<file path="config.mk">
export PLATFORM = sky130hd
export DESIGN_NAME = pterm_eval_pipe_flat
export DESIGN_NICKNAME = d
export VERILOG_FILES = /design/src/rtl/pterm_pkg.sv /design/src/rtl/pterm_eval_pipe_if.sv /design/src/rtl/pterm_chan.sv /design/src/rtl/pterm_eval_pipe.sv /design/src/flat_wrapper.sv
export SDC_FILE = /design/constraint.sdc
export NUM_CORES = 1
export LEC_CHECK = 0
export ABC_AREA = 0
export ABC_CLOCK_PERIOD_IN_PS = 2300
export CORE_ASPECT_RATIO = 0.5
export CORE_MARGIN = 2
export CORE_UTILIZATION = 45
export CTS_BUF_LIST = sky130_fd_sc_hd__clkbuf_4 sky130_fd_sc_hd__clkbuf_8
export CTS_CLUSTER_SIZE = 16
export DETAILED_ROUTE_END_ITERATION = 12
export PLACE_DENSITY = 0.71
export SETUP_SLACK_MARGIN = 0.1
export SLEW_MARGIN = 20
export SYNTH_ARGS = -nofsm -noshare
export SYNTH_HDL_FRONTEND = slang
export SYNTH_SLANG_ARGS = --single-unit
</file>
<file path="constraint.sdc">
create_clock -name clk -period 2.3 [get_ports clk]
set_input_delay 0.345 -clock clk [delete_from_list [all_inputs] [get_ports clk]]
set_output_delay 0.345 -clock clk [all_outputs]
set_load 0.02 [all_outputs]
</file>
<file path="src/rtl/pterm_pkg.sv">
// Shared types and helpers for the product-term evaluator: reset-default
// term configuration for the classic 7-in/3-out cone and the term function.
package pterm_pkg;

  localparam int DEF_N_IN  = 7;
  localparam int DEF_N_OUT = 3;

  // x = a&b&e, y = ~(b&d&e), z = ~(c&d&e&f&g)
  localparam logic [6:0] DEF_MASK_7X3 [DEF_N_OUT] = '{7'h13, 7'h1A, 7'h7C};
  localparam logic       DEF_INV_7X3  [DEF_N_OUT] = '{1'b0, 1'b1, 1'b1};

  // Unselected bits are forced high so they drop out of the AND; an empty mask yields 1.
  function automatic logic pterm_eval(input logic [31:0] vec,
                                      input logic [31:0] mask,
                                      input logic        inv);
    return (&(vec | ~mask)) ^ inv;
  endfunction

  function automatic logic [31:0] def_mask(input int n_in, input int k);
    logic [1:0] k2;
    k2 = k[1:0];
    if (n_in == DEF_N_IN && k >= 0 && k < DEF_N_OUT) return {25'd0, DEF_MASK_7X3[k2]};
    return 32'd0;
  endfunction

  function automatic logic def_inv(input int n_in, input int k);
    logic [1:0] k2;
    k2 = k[1:0];
    if (n_in == DEF_N_IN && k >= 0 && k < DEF_N_OUT) return DEF_INV_7X3[k2];
    return 1'b0;
  endfunction

endpackage

</file>
<file path="src/rtl/pterm_eval_pipe_if.sv">
// Input/output valid-ready streams of the product-term evaluator.
interface pterm_eval_pipe_if #(
  parameter int N_IN  = 7,
  parameter int N_OUT = 3
);
  logic             in_valid;
  logic             in_ready;
  logic [N_IN-1:0]  in_vec;
  logic             out_valid;
  logic             out_ready;
  logic [N_OUT-1:0] out_vec;

  modport master (
    output in_valid, in_vec, out_ready,
    input  in_ready, out_valid, out_vec
  );

  modport slave (
    input  in_valid, in_vec, out_ready,
    output in_ready, out_valid, out_vec
  );
endinterface

</file>
<file path="src/rtl/pterm_chan.sv">
// One output channel: its term configuration, the stage-1 raw AND with the
// inversion captured at accept, and a saturating hit counter.
module pterm_chan
  import pterm_pkg::*;
#(
  parameter int              N_IN     = 7,
  parameter int              CNT_W    = 8,
  parameter logic [N_IN-1:0] DEF_MASK = '0,
  parameter logic            DEF_INV  = 1'b0
) (
  input  logic             clk,
  input  logic             rst,
  input  logic             cfg_we_i,
  input  logic [N_IN-1:0]  cfg_mask_i,
  input  logic             cfg_inv_i,
  input  logic             load_i,
  input  logic [N_IN-1:0]  vec_i,
  input  logic             cnt_clr_i,
  input  logic             cnt_inc_i,
  output logic             and_o,
  output logic             inv_o,
  output logic [CNT_W-1:0] cnt_o
);

  localparam logic [CNT_W-1:0] CNT_MAX = {CNT_W{1'b1}};

  logic [N_IN-1:0]  mask_q, mask_d;
  logic             inv_q, inv_d;
  logic             and_q, and_d;
  logic             s1_inv_q, s1_inv_d;
  logic [CNT_W-1:0] cnt_q, cnt_d;

  always_comb begin
    mask_d   = mask_q;
    inv_d    = inv_q;
    and_d    = and_q;
    s1_inv_d = s1_inv_q;
    cnt_d    = cnt_q;
    if (cfg_we_i) begin
      mask_d = cfg_mask_i;
      inv_d  = cfg_inv_i;
    end
    // Uses the pre-write config, so a write in the accept cycle misses this vector.
    if (load_i) begin
      and_d    = pterm_eval(32'(vec_i), 32'(mask_q), 1'b0);
      s1_inv_d = inv_q;
    end
    if (cnt_clr_i) begin
      cnt_d = '0;
    end else if (cnt_inc_i && cnt_q != CNT_MAX) begin
      cnt_d = cnt_q + CNT_W'(1);
    end
  end

  always_ff @(posedge clk or posedge rst) begin
    if (rst) begin
      mask_q   <= DEF_MASK;
      inv_q    <= DEF_INV;
      and_q    <= 1'b0;
      s1_inv_q <= 1'b0;
      cnt_q    <= '0;
    end else begin
      mask_q   <= mask_d;
      inv_q    <= inv_d;
      and_q    <= and_d;
      s1_inv_q <= s1_inv_d;
      cnt_q    <= cnt_d;
    end
  end

  assign and_o = and_q;
  assign inv_o = s1_inv_q;
  assign cnt_o = cnt_q;

endmodule

</file>
<file path="src/rtl/pterm_eval_pipe.sv">
// Two-stage pipelined AND/NAND product-term evaluator with valid/ready
// streams, runtime term configuration and per-channel hit counters.
module pterm_eval_pipe
  import pterm_pkg::*;
#(
  parameter  int N_IN  = 7,
  parameter  int N_OUT = 3,
  parameter  int CNT_W = 8,
  localparam int IDX_W = (N_OUT > 1) ? $clog2(N_OUT) : 1
) (
  input  logic                   clk,
  input  logic                   rst,
  pterm_eval_pipe_if.slave       bus,
  input  logic                   cfg_we,
  input  logic [IDX_W-1:0]       cfg_idx,
  input  logic [N_IN-1:0]        cfg_mask,
  input  logic                   cfg_inv,
  input  logic                   cnt_clr,
  output logic [N_OUT*CNT_W-1:0] hit_cnt
);

  logic             s1_valid_q, s1_valid_d;
  logic             out_valid_q, out_valid_d;
  logic [N_OUT-1:0] out_vec_q, out_vec_d;
  logic [N_OUT-1:0] s1_and, s1_inv;
  logic             advance, s1_free, accept, fire;

  // S2 moves when empty or drained; S1 can also fill behind a stalled S2 if it is empty.
  assign advance = ~out_valid_q | bus.out_ready;
  assign s1_free = ~s1_valid_q | advance;
  assign accept  = bus.in_valid & s1_free;
  assign fire    = out_valid_q & bus.out_ready;

  assign bus.in_ready  = s1_free;
  assign bus.out_valid = out_valid_q;
  assign bus.out_vec   = out_vec_q;

  always_comb begin
    s1_valid_d  = s1_valid_q;
    out_valid_d = out_valid_q;
    out_vec_d   = out_vec_q;
    if (advance) begin
      out_valid_d = s1_valid_q;
      if (s1_valid_q) out_vec_d = s1_and ^ s1_inv;
    end
    if (s1_free) s1_valid_d = accept;
  end

  always_ff @(posedge clk or posedge rst) begin
    if (rst) begin
      s1_valid_q  <= 1'b0;
      out_valid_q <= 1'b0;
      out_vec_q   <= '0;
    end else begin
      s1_valid_q  <= s1_valid_d;
      out_valid_q <= out_valid_d;
      out_vec_q   <= out_vec_d;
    end
  end

  generate
    for (genvar gi = 0; gi < N_OUT; gi++) begin : g_chan
      pterm_chan #(
        .N_IN    (N_IN),
        .CNT_W   (CNT_W),
        .DEF_MASK(N_IN'(def_mask(N_IN, gi))),
        .DEF_INV (def_inv(N_IN, gi))
      ) u_chan (
        .clk       (clk),
        .rst       (rst),
        .cfg_we_i  (cfg_we && (cfg_idx == IDX_W'(gi))),
        .cfg_mask_i(cfg_mask),
        .cfg_inv_i (cfg_inv),
        .load_i    (accept),
        .vec_i     (bus.in_vec),
        .cnt_clr_i (cnt_clr),
        .cnt_inc_i (fire & out_vec_q[gi]),
        .and_o     (s1_and[gi]),
        .inv_o     (s1_inv[gi]),
        .cnt_o     (hit_cnt[gi*CNT_W +: CNT_W])
      );
    end
  endgenerate

endmodule

</file>
<file path="src/flat_wrapper.sv">
// flat-port wrapper written by rule: the top's interface ports become plain ports
module pterm_eval_pipe_flat import pterm_pkg::*;
#(
  parameter  int N_IN  = 7,
  parameter  int N_OUT = 3,
  parameter  int CNT_W = 8,
  localparam int IDX_W = (N_OUT > 1) ? $clog2(N_OUT) : 1
)
  (clk, rst, cfg_we, cfg_idx, cfg_mask, cfg_inv, cnt_clr, hit_cnt, bus_in_valid, bus_in_vec, bus_out_ready, bus_in_ready, bus_out_valid, bus_out_vec);
  pterm_eval_pipe_if #(.N_IN(N_IN), .N_OUT(N_OUT)) bus_i ();
  input  logic clk;
  input  logic rst;
  input  logic cfg_we;
  input  logic [IDX_W-1:0] cfg_idx;
  input  logic [N_IN-1:0] cfg_mask;
  input  logic cfg_inv;
  input  logic cnt_clr;
  output logic [N_OUT*CNT_W-1:0] hit_cnt;
  input wire logic [$bits(bus_i.in_valid)-1:0] bus_in_valid;
  input wire logic [$bits(bus_i.in_vec)-1:0] bus_in_vec;
  input wire logic [$bits(bus_i.out_ready)-1:0] bus_out_ready;
  output wire logic [$bits(bus_i.in_ready)-1:0] bus_in_ready;
  output wire logic [$bits(bus_i.out_valid)-1:0] bus_out_valid;
  output wire logic [$bits(bus_i.out_vec)-1:0] bus_out_vec;
  assign bus_i.in_valid = bus_in_valid;
  assign bus_i.in_vec = bus_in_vec;
  assign bus_i.out_ready = bus_out_ready;
  assign bus_in_ready = bus_i.in_ready;
  assign bus_out_valid = bus_i.out_valid;
  assign bus_out_vec = bus_i.out_vec;
  pterm_eval_pipe #(.N_IN(N_IN), .N_OUT(N_OUT), .CNT_W(CNT_W)) u_core (.clk(clk), .rst(rst), .bus(bus_i), .cfg_we(cfg_we), .cfg_idx(cfg_idx), .cfg_mask(cfg_mask), .cfg_inv(cfg_inv), .cnt_clr(cnt_clr), .hit_cnt(hit_cnt));
endmodule
</file>
### Word level (Yosys, flattened, before mapping)

Cells that the tools add are included.
Widths: inputs -> output; s select.

| cells by class | value |
|---|---|
| add/subtract/negate cells | 3 |
| $mul | 0 |
| div/mod/pow operators | 0 |
| order comparisons | 0 |
| equality and inequality tests | 5 |
| shifts and indexed selects | 0 |
| muxes and demuxes | 6 |
| bitwise gates (word level) | 16 |
| reductions and logical operators | 14 |

Operators with widths:

| cell | count |
|---|---|
| $not 7->32 | 3 |
| $or 7x32->32 | 3 |
| $reduce_and 32->1 | 3 |
| $mux 8 | 6 |
| $add 8x1->8 const B | 3 |
| $ne 8x8->1 const B | 3 |
| $logic_and 1x1->1 | 6 |
| $reduce_bool 2->1 | 3 |
| $and 1x1->1 | 5 |
| $xor 3x3->3 | 1 |
| $eq 2x1->1 const B | 1 |
| $eq 2x2->1 const B | 1 |
| $logic_not 2->1 | 1 |
| $not 1->1 | 2 |
| $or 1x1->1 | 2 |
| $reduce_and 2->1 | 1 |

| storage, ports and cells | value |
|---|---|
| register bits | 59 |
| bits in latches | 0 |
| bits in writable memories | 0 |
| ROM bits | 0 |
| input port bits | 23 |
| output and inout bits | 29 |
| logic and storage cells | 62 |
| memories | 0 |

### Logic depth before layout (Yosys ltp)

Gate-level depths: netlist of the first run.

| depth | value |
|---|---|
| depth in word-level cells | 5 |
| mapped depth | 5 |

### Hierarchy

From an unflattened synthesis of the first run, not the netlist that was laid out.

| unflattened totals | value |
|---|---|
| cells, all modules | 255 |
| area, all modules | 2940.3 um^2 |

By module, submodules not included:

| module | times used | cells an instance | area an instance (um^2) |
|---|---|---|---|
| pterm_chan at u_core.g_chan[2].u_chan | 1 | 77 | 882.1 |
| pterm_chan at u_core.g_chan[1].u_chan | 1 | 77 | 879.6 |
| pterm_chan at u_core.g_chan[0].u_chan | 1 | 77 | 878.3 |
| pterm_eval_pipe | 1 | 24 | 300.3 |

### Worst setup path before layout of the first run

No wires, ideal clock.

| timing | value |
|---|---|
| path type | register -> register |
| from | register u_core.g_chan[1].u_chan.cnt_q[0] |
| to | register u_core.g_chan[1].u_chan.cnt_q[7] |
| library setup time | 0.132 ns |
| arrival time | 1.478 ns |
| required time | 2.168 ns |
| slack | 0.690 ns |
| stages on the path, launching flop included | 6 |
| path buffers | 0 |
| cells stage by stage | dfrtp_1 -> ha_1 -> and2_1 -> a2111oi_2 -> xnor2_1 -> nor2_1 |

| on the way | value |
|---|---|
| longest elaborated chain between the ends | 3 |
| elaborated cells between the ends (all ways) | 6 |

RTL lines:

| what | RTL line | RTL |
|---|---|---|
| from (decl) | pterm_chan.sv:31 | `logic [CNT_W-1:0] cnt_q, cnt_d;` |
| from (signal assigned) | pterm_chan.sv:67 | `cnt_q <= cnt_d;` |
| $add 8x1->8 or $ne 8x8->1 (tied branches) | pterm_chan.sv:51, pterm_chan.sv:50 |  |
| $mux 8 or $logic_and 1x1->1 (tied branches) | pterm_chan.sv:50 | `end else if (cnt_inc_i && cnt_q != CNT_MAX) begin` |
| $mux 8 or $reduce_bool 2->1 (tied branches) | - |  |

Several ways; a longest one is shown, not always the timed one. The select of a mux whose other input is x is not followed.
A chain may end at the register's enable or synchronous reset.

### Worst setup path after layout of the first run

| timing | value |
|---|---|
| from | input port bus_out_ready |
| to | output port bus_in_ready |

| on the way | value |
|---|---|
| longest elaborated chain between the ends | 2 |

RTL lines:

| what | RTL line | RTL |
|---|---|---|
| from (decl) | flat_wrapper.sv:21 | `input wire logic [$bits(bus_i.out_ready)-1:0] bus_out_ready;` |
| $or 1x1->1 | pterm_eval_pipe.sv:29 | `assign advance = ~out_valid_q \| bus.out_ready;` |
| $or 1x1->1 | pterm_eval_pipe.sv:30 | `assign s1_free = ~s1_valid_q \| advance;` |
| to (decl) | flat_wrapper.sv:22 | `output wire logic [$bits(bus_i.in_ready)-1:0] bus_in_ready;` |

Every way passes these cells.

==> results.md, run 1 <==
* Fmax at 478.0 MHz
* Worst setup EP type: output port
* Post-Syn Nets at 281
* Fraction of registers with async set or reset after synthesis at 100.0%
* Fill cells at 517
* Met3 usage at 5.477%
* Final hold vios at 0
* Post-DRT Antenna Nets at 0
* Critical path launch point type: input pin
* Share of layout cells above drive strength 1 at 18.38%
* Synth Flop Type: dfrtp_1
* Initial antenna violation count at 0
* Worst Hold Class: in2async
* Global-route wire length before repair at 9646 µm
* Crit path top cell by count: clkdlybuf4s50_1
* CP max FO at 7
* ANT cells at 0
* GR Util All Layers at 18.60%
* Post-synth cell types at 45
* Most frequent cells in the layout: clkdlybuf4s50_1 (51), dfrtp_1 (46), inv_1 (21), nand2_1 (21), mux2_2 (19)
* Core Footprint at 6031 µm²
* Commonest non-fill, non-tap cell in the layout: clkdlybuf4s50_1
* Drt total wl at 5825 µm
* Largest net degree at the start of global routing at 31
* GR peak layer: met2
* Clk Latency, worst-skew pair at 340 ps
* Fin crit period at 2092 ps
* Sequential area share after synthesis at 53.50%
* WP buf/inv at 2
* Routed wire per std cell at 14.24 µm
* Longest individual stage delay on the worst path at 630 ps
* GR Util met2 at 30.49%
* Num CTS Buffers at 9
* Finished Core Util at 60.73%
* Slew @ Worst Pin at 521.2 ps
* Worst IR Drop VDD at 0.4281 mV
* Via count at 2138
* # Post-CTS Setup Buffers at 0
* DP Cell Count at 393
* Clock-pin slew on the worst setup and hold paths at 70 ps
* Status: finished, final reports clean
* GPL Wtd Cong at 0.8157
* Final Max Tran Viols at 0
* Row count at 20
* Vias in the first global route at 2032
* Starting density of the core at 46.27%
* CTS Sinks at 59
* RSZ-0062 raised after global routing: false
* Arr. time, crit path at 1750 ps
* Multi-input gate area at 1184 µm²
* CP max-delay cell: clkdlybuf4s50_1
* Power, Total at 0.002960 W
* CP cell instances: clkdlybuf4s50_1 -> nand3b_1 -> clkdlybuf4s50_1
* Fin crit share at 90.95%
* First-pass DRT Iterations at 4
* Cts repair resizes at 0
* Critical path type: in2out
* Grt total ovfl at 0
* Final worst setup slack at 208.1 ps
* Die Y-Extent at 59.68 µm
* Synth-to-layout area growth at 31.26%
* Synth area leaders: dfrtp_1 (41%), dfstp_2 (12%), mux2_2 (7.7%), inv_1 (3.0%), nand2_1 (2.8%)
* DIE AREA at 6885 µm²
* Cell Pwr Density at 808.3 nW/µm²
* Register area at 1493 µm²
* I/O pin cnt at 52
* 1st-iter DRT viols at 57
* Clock root buffer: clkbuf_8
* Final net count at 342
* Final std cells w/o fill at 409
* Cts hold-fix bufs at 0
* Vias/cell at 5.227
* CTS H-tree depth at 3
* Ys Warns at 0
* Total leakage power at 1.551 nW
* PortBufs at 51
* Area leader, netlist: dfrtp_1
* Clk buf depth at 2
* Yosys reg bits at 59
* CTS tree: built
* Mapped Area at 2790 µm²
* Worst path top cell family by delay: buffers and inverters
* Met1 usage at 24.09%
* Synthesized area per cell at 10.94 µm²
* EDFF count, synth at 0
* DRC violations left at 0
* Slew HR at 65.18%
* Share of the synthesized area in the top cell type at 41.26%
* WP data required at 1960 ps
* Pre-CTS setup slack at 212.0 ps
* Max Cap Viol at 0
* Die width at 115.4 µm
* Reg2Reg Depth at 5
* Setup TNS at 0 ps
* Syn Inst Count at 255
* Clk_skew at 6.576 ps
* DP HPWL at 4208 µm
* Setup-failing EPs final at 0
* Critical Path Stages at 3
==> final timing paths <==
check	start	end	slack, ps
max	bus_out_ready	bus_in_ready	210
min	rst	u_core.bus.out_vec[2]	400
max reg2reg	u_core.g_chan[0].u_chan.cnt_o[0]	u_core.g_chan[0].u_chan.cnt_o[7]	690
min reg2reg	u_core.g_chan[0].u_chan.mask_q[1]	u_core.g_chan[0].u_chan.mask_q[1]	490
max in group asynchronous	rst	u_core.g_chan[2].u_chan.mask_q[5]	1580
min in group clk	u_core.g_chan[0].u_chan.mask_q[1]	u_core.g_chan[0].u_chan.mask_q[1]	490
==> state kept, by name, indices dropped and copies added, names as in the netlist <==
signal,count
u_core.g_chan.u_chan.cnt_o,24
u_core.g_chan.u_chan.mask_q,21
u_core.bus.out_vec,3
u_core.g_chan.u_chan.and_o,3
u_core.g_chan.u_chan.inv_o,3
u_core.g_chan.u_chan.inv_q,3
u_core.bus.out_valid,1
u_core.s1_valid_q,1
==> kinds of logic after synthesis <==
group	after synthesis	synth area share (%)
buffers and inverters	28	4.080
adders and majority gates	3	1.345
DFF	59	53.50
AOI/OAI and AO/OA	49	12.20
and+or+nand+nor	79	15.25
xor gates and xnor gates	13	4.081
muxes	24	9.552
==> layer usage <==
| metal | share of wire [%] | wire length [µm] |
|---|---|---|
| met3 | 4.7 | 272 |
| met1 | 46 | 2672 |
| met5 | 0 | 0 |
| met4 | 1.5 | 85 |
| met2 | 48 | 2795 |
==> final cells by class <==
cell class              count  share of cell area [%]
flip-flops and latches     59                   40.76
multi-input cells         168                   32.32
repair buffers             56                   14.96
clock buffers              11                   3.963
well taps                  88                   3.007
clock inverters             5                   2.733
inverters                  22                   2.255
==> stage by stage <==
step	instance area, µm²	hold slack [ps]
floorplan	2790	411.2
global placement	3417	474.4
detailed placement	3417	481.8
CTS	3662	404.0
global route	3662	446.1
finish	3662	403.2
==> power by group <==
| part | leakage (nW) | internal [W] | switching, W |
|---|---|---|---|
| combinational | 0.688 | 0.000253 | 0.000237 |
| clock | 0.127 | 0.000758 | 0.000405 |
| sequential | 0.736 | 0.00121 | 0.0000981 |
| total | 1.55 | 0.00222 | 0.000740 |
==> worst reg2reg max path: cells and delay by family, from the launching register on <==
family,cells,cell delay [ps]
simple gates,2,610
compound gates,2,250
flops,1,420
fa+ha+maj,1,250
==> synth_stat cells, types with 7 or more instances <==
cell type and count:
dfrtp_1 46, inv_1 22, nand2_1 21, mux2_2 19, nor2_1 15, dfstp_2 13
a31oi_1 7, nand3_1 7, xnor2_1 7
No activity file was read; power rests on OpenSTA's default activity.
==> inputs of run 2 (changes only) <==
CAP_MARGIN = 20   (was not set)
PLACE_DENSITY = 0.7   (was 0.71)
==> results.md, run 2 (synthesized netlist as in run 1, its figures left out) <==
* Status: finished, final reports clean (unchanged)
* Critical path launch point type: input pin (unchanged)
* DIE AREA at 6885 µm² (unchanged)
* CP max FO at 7 (unchanged)
* Worst Hold Class: in2async (unchanged)
* DRC violations left at 0 (unchanged)
* Via count at 2149 (was 2138)
* Routed wire per std cell at 13.71 µm (was 14.24 µm)
* Final net count at 342 (unchanged)
* Fin crit period at 2069 ps (was 2092 ps)
* ANT cells at 0 (unchanged)
* WP data required at 1960 ps (about the same)
* Row count at 20 (unchanged)
* Vias/cell at 5.254 (was 5.227)
* Slew @ Worst Pin at 465.0 ps (was 521.2 ps)
* Largest net degree at the start of global routing at 31 (unchanged)
* Max Cap Viol at 0 (unchanged)
* Core Footprint at 6031 µm² (unchanged)
* # Post-CTS Setup Buffers at 0 (unchanged)
* Clock-pin slew on the worst setup and hold paths at 60 ps (was 70 ps)
* CTS Sinks at 59 (unchanged)
* Critical path type: in2out (unchanged)
* Cts repair resizes at 0 (unchanged)
* Final Max Tran Viols at 0 (unchanged)
* Max reg flops at 24 (unchanged)
* Die width at 115.4 µm (unchanged)
* Fmax at 483.4 MHz (was 478.0 MHz)
* Cell Pwr Density at 737.5 nW/µm² (was 808.3 nW/µm²)
* First-pass DRT Iterations at 4 (unchanged)
* Worst IR Drop VDD at 0.3769 mV (was 0.4281 mV)
* Final hold vios at 0 (unchanged)
* PortBufs at 51 (unchanged)
* Worst setup EP type: output port (unchanged)
* Finished Core Util at 59.92% (was 60.73%)
* Synth-to-layout area growth at 29.51% (was 31.26%)
* Commonest non-fill, non-tap cell in the layout: clkdlybuf4s50_1 (unchanged)
* Drt total wl at 5609 µm (was 5825 µm)
* CTS H-tree depth at 3 (unchanged)
* Clock root buffer: clkbuf_8 (unchanged)
* Most frequent cells in the layout: clkdlybuf4s50_1 (51), dfrtp_1 (46), inv_1 (21), nand2_1 (21), mux2_2 (19) (unchanged)
* Clk Latency, worst-skew pair at 340 ps (about the same)
* Vias in the first global route at 2098 (was 2032)
* Die Y-Extent at 59.68 µm (unchanged)
* RSZ-0062 raised after global routing: false (unchanged)
* DP HPWL at 4092 µm (was 4208 µm)
* GR Util All Layers at 18.55% (was 18.60%)
* Post-DRT Antenna Nets at 0 (unchanged)
* CTS tree: built (unchanged)
* Clk_skew at 4.647 ps (was 6.576 ps)
* Total leakage power at 1.529 nW (was 1.551 nW)
* Initial antenna violation count at 0 (unchanged)
* Power, Total at 0.002665 W (was 0.002960 W)
* Cts hold-fix bufs at 0 (unchanged)
* Share of layout cells above drive strength 1 at 18.38% (unchanged)
* Grt total ovfl at 0 (unchanged)
* Reg2Reg Depth at 5 (unchanged)
* Fin crit share at 89.95% (was 90.95%)
* Setup TNS at 0 ps (unchanged)
* I/O pin cnt at 52 (unchanged)
* Setup-failing EPs final at 0 (unchanged)
* Starting density of the core at 46.27% (unchanged)
* Global-route wire length before repair at 9729 µm (was 9646 µm)
* 1st-iter DRT viols at 87 (was 57)
* Num CTS Buffers at 9 (unchanged)
* GPL Wtd Cong at 0.8612 (was 0.8157)
* Slew HR at 68.91% (was 65.18%)
* Clk buf depth at 2 (unchanged)
* Arr. time, crit path at 1720 ps (was 1750 ps)
[run 2: cell count changes in the layout (fill, tap and decap cells not counted), sizes merged]
cell and delta:
clkbuf +3, bufinv -3
[run 2: layout make-up]
cell class                      count  area [µm²]
Clock buffer                       14       173.9
Clock inverter                      2       10.01
Fill cell                         530        2417
Inverter                           22       82.58
Multi-Input combinational cell    168        1184
Sequential cell                    59        1493
Tap cell                           88       110.1
Timing Repair Buffer               56       560.5
[run 2: power breakdown]
part / switching [W] / total [W] / internal [W]
clock network: 0.000389 / 0.000871 / 0.000483
logic: 0.000234 / 0.000489 / 0.000255
registers: 0.0000949 / 0.00130 / 0.00121
total: 0.000718 / 0.00266 / 0.00195
[run 2: stage by stage]
stage	cell area [µm²]	hold slack [ps]	worst slack, ps	cells
after global routing	3613	353.5	176.2	409
after detailed placement	3430	473.5	234.5	393
after CTS	3613	342.1	229.8	409
final	3613	337.6	231.2	409
after floorplan	2790	411.2	520.2	255
after global placement	3430	472.3	235.1	393
[run 2: path summary, 6_finish.rpt]
kind	startpoint	endpoint	slack [ps]
min	rst	u_core.g_chan[2].u_chan.cnt_o[6]	340
max reg2reg	u_core.g_chan[1].u_chan.cnt_o[0]	u_core.g_chan[1].u_chan.cnt_o[7]	650
max in group asynchronous	rst	u_core.g_chan[1].u_chan.inv_q	1380
min reg2reg	u_core.g_chan[0].u_chan.mask_q[1]	u_core.g_chan[0].u_chan.mask_q[1]	490
min in group clk	u_core.g_chan[0].u_chan.mask_q[1]	u_core.g_chan[0].u_chan.mask_q[1]	490
max	bus_out_ready	bus_in_ready	230
[run 2: critical path: stages]
cell	delay (ps)
clkdlybuf4s50_1	580
nand3b_1	180
clkdlybuf4s50_1	620
[run 2: per-layer routing]
metal,global-route usage [%],part of all wire (%)
met2,29.32,47
met5,0,0
met1,24.10,47
met3,6.694,4.8
met4,6.196,1.4
==> inputs of run 3 (changes only) <==
CORE_UTILIZATION = 26   (was 45)
GPL_TIMING_DRIVEN = 1   (was not set)
PLACE_DENSITY = 0.46   (was 0.7)
==> results.md, run 3 (synthesized netlist as in run 1, its figures left out) <==
* Status: finished, final reports clean (unchanged)
* Final net count at 343 (was 342)
* Share of layout cells above drive strength 1 at 18.63% (was 18.38%)
* CP cell instances: clkdlybuf4s50_1 -> nand3b_1 -> clkdlybuf4s50_1 (unchanged)
* Setup TNS at 0 ps (unchanged)
* Setup-failing EPs final at 0 (unchanged)
* Clk Latency, worst-skew pair at 340 ps (about the same)
* CTS H-tree depth at 3 (unchanged)
* Cts repair resizes at 0 (unchanged)
* Drt total wl at 6509 µm (was 5609 µm)
* DP HPWL at 4632 µm (was 4092 µm)
* RSZ-0062 raised after global routing: false (unchanged)
* First-pass DRT Iterations at 4 (unchanged)
* Longest individual stage delay on the worst path at 620 ps (about the same)
* Die width at 150.5 µm (was 115.4 µm)
* Slew @ Worst Pin at 534.3 ps (was 465.0 ps)
* GR Util All Layers at 12.48% (was 18.55%)
* Total leakage power at 1.524 nW (was 1.529 nW)
* Most frequent cells in the layout: clkdlybuf4s50_1 (51), dfrtp_1 (46), inv_1 (21), nand2_1 (21), mux2_2 (19) (unchanged)
* Critical path type: in2out (unchanged)
* Via count at 2144 (was 2149)
* GR peak layer: met2 (unchanged)
* Fin crit period at 1962 ps (was 2069 ps)
* Worst setup EP type: output port (unchanged)
* Grt total ovfl at 0 (unchanged)
* Worst Hold Class: in2async (unchanged)
* Cell Pwr Density at 718.6 nW/µm² (was 737.5 nW/µm²)
* CTS Sinks at 59 (unchanged)
* Worst IR Drop VDD at 0.2807 mV (was 0.3769 mV)
* WP data required at 1960 ps (about the same)
* PortBufs at 51 (unchanged)
* Final hold vios at 0 (unchanged)
* Max reg flops at 24 (unchanged)
* Cell area after layout at 3659 µm² (was 3613 µm²)
* Fin crit share at 85.33% (was 89.95%)
* Global-route wire length before repair at 11160 µm (was 9729 µm)
* GR Util met2 at 18.68% (was 29.32%)
* Row count at 26 (was 20)
* Met3 usage at 4.345% (was 6.694%)
* Vias/cell at 4.641 (was 5.254)
* Clock-pin slew on the worst setup and hold paths at 60 ps (about the same)
* Num CTS Buffers at 9 (unchanged)
* Starting density of the core at 27.06% (was 46.27%)
* Reg2Reg Depth at 4 (was 5)
* CP max-delay cell: clkdlybuf4s50_1 (unchanged)
* Commonest non-fill, non-tap cell in the layout: clkdlybuf4s50_1 (unchanged)
* GPL Wtd Cong at 0.7767 (was 0.8612)
* Post-DRT Antenna Nets at 0 (unchanged)
* Clk buf depth at 2 (unchanged)
* Final Max Tran Viols at 0 (unchanged)
* Clk_skew at 6.091 ps (was 4.647 ps)
* Core Footprint at 10310 µm² (was 6031 µm²)
* Placed Area at 3490 µm² (was 3430 µm²)
* R2R Setup Slk at 620 ps (was 650 ps)
* Fmax at 509.6 MHz (was 483.4 MHz)
* Crit path top cell by count: clkdlybuf4s50_1 (unchanged)
* Largest net degree at the start of global routing at 32 (was 31)
* Met1 usage at 16.66% (was 24.10%)
* CP max FO at 3 (was 7)
* Routed wire per std cell at 14.09 µm (was 13.71 µm)
* DIE AREA at 11630 µm² (was 6885 µm²)
* ANT cells at 0 (unchanged)
* DRC violations left at 0 (unchanged)
* Vias in the first global route at 2178 (was 2098)
* Slew HR at 64.27% (was 68.91%)
* Fill cells at 1053 (was 530)
* Critical path launch point type: input pin (unchanged)
* RR Startpoint: u_core.bus.out_valid (was u_core.g_chan[1].u_chan.cnt_o[0])
* # Post-CTS Setup Buffers at 0 (unchanged)
* Reg2reg end: u_core.g_chan[0].u_chan.cnt_o[7] (was u_core.g_chan[1].u_chan.cnt_o[7])
* Arr. time, crit path at 1620 ps (was 1720 ps)
* I/O pin cnt at 52 (unchanged)
* CTS tree: built (unchanged)
* Max Cap Viol at 0 (unchanged)
* Synth-to-layout area growth at 31.12% (was 29.51%)
* Die Y-Extent at 77.25 µm (was 59.68 µm)
* Cts hold-fix bufs at 0 (unchanged)
* 1st-iter DRT viols at 87 (unchanged)
* Clock root buffer: clkbuf_8 (unchanged)
* Initial antenna violation count at 0 (unchanged)
run 3: cell count changes in the layout (fill, tap and decap cells not counted), sizes merged:
cell,before,now
buf,5,6
clkbuf,14,13
clkinv,2,3
run 3: worst max-delay path, delay by kind of cell:
family / cells / cell delay [ps]
simple gates: 1 / 160
buf+inv: 2 / 1110
run 3: metal layers:
metal | vias up | share of wire [%] | wire, µm
met5 | - | 0 | 0
met4 | 0 | 1.2 | 81
met3 | 9 | 4.8 | 315
met2 | 44 | 45 | 2937
met1 | 1046 | 49 | 3174
li1 | 1045 | - | -
run 3: cell type report:
cell class / instances / area (µm²) / area share, %
clock buffers: 13 / 153.9 / 4.207
flip-flops and latches: 59 / 1493 / 40.80
multi-input cells: 168 / 1184 / 32.35
repair buffers: 57 / 555.5 / 15.18
inverters: 22 / 82.58 / 2.257
clock inverters: 3 / 15.01 / 0.4104
well taps: 140 / 175.2 / 4.788
run 3: stage by stage:
step	std cells	hold slack, ps	total power [W]	setup WS [ps]	utilization, %
global placement	446	478.0	0.001823	311.0	33.84
floorplan	255	411.2	0.001614	520.2	-
finish	462	400.1	0.002629	337.5	35.48
CTS	462	403.9	0.002682	327.4	35.48
detailed placement	446	479.4	0.001836	283.5	33.84
global route	462	444.0	0.002806	273.2	35.48
run 3: worst max path at each step:
stage / start / to / slack [ps]
floorplan: rst / u_core.bus.out_valid / 520
global placement: bus_out_ready / u_core.g_chan[0].u_chan.cnt_o[7] / 310
detailed placement: bus_out_ready / u_core.g_chan[0].u_chan.cnt_o[7] / 280
CTS: bus_out_ready / bus_in_ready / 330
global route: u_core.bus.out_valid / bus_in_ready / 270
finish: bus_out_ready / bus_in_ready / 340
run 3: power by group:
part           internal, W  total, W  switching, W  leakage, nW
Clock             0.000434  0.000823      0.000389       0.0948
Sequential         0.00121   0.00131     0.0000982        0.736
Combinational     0.000254  0.000498      0.000244        0.693
Total              0.00190   0.00263      0.000732         1.52
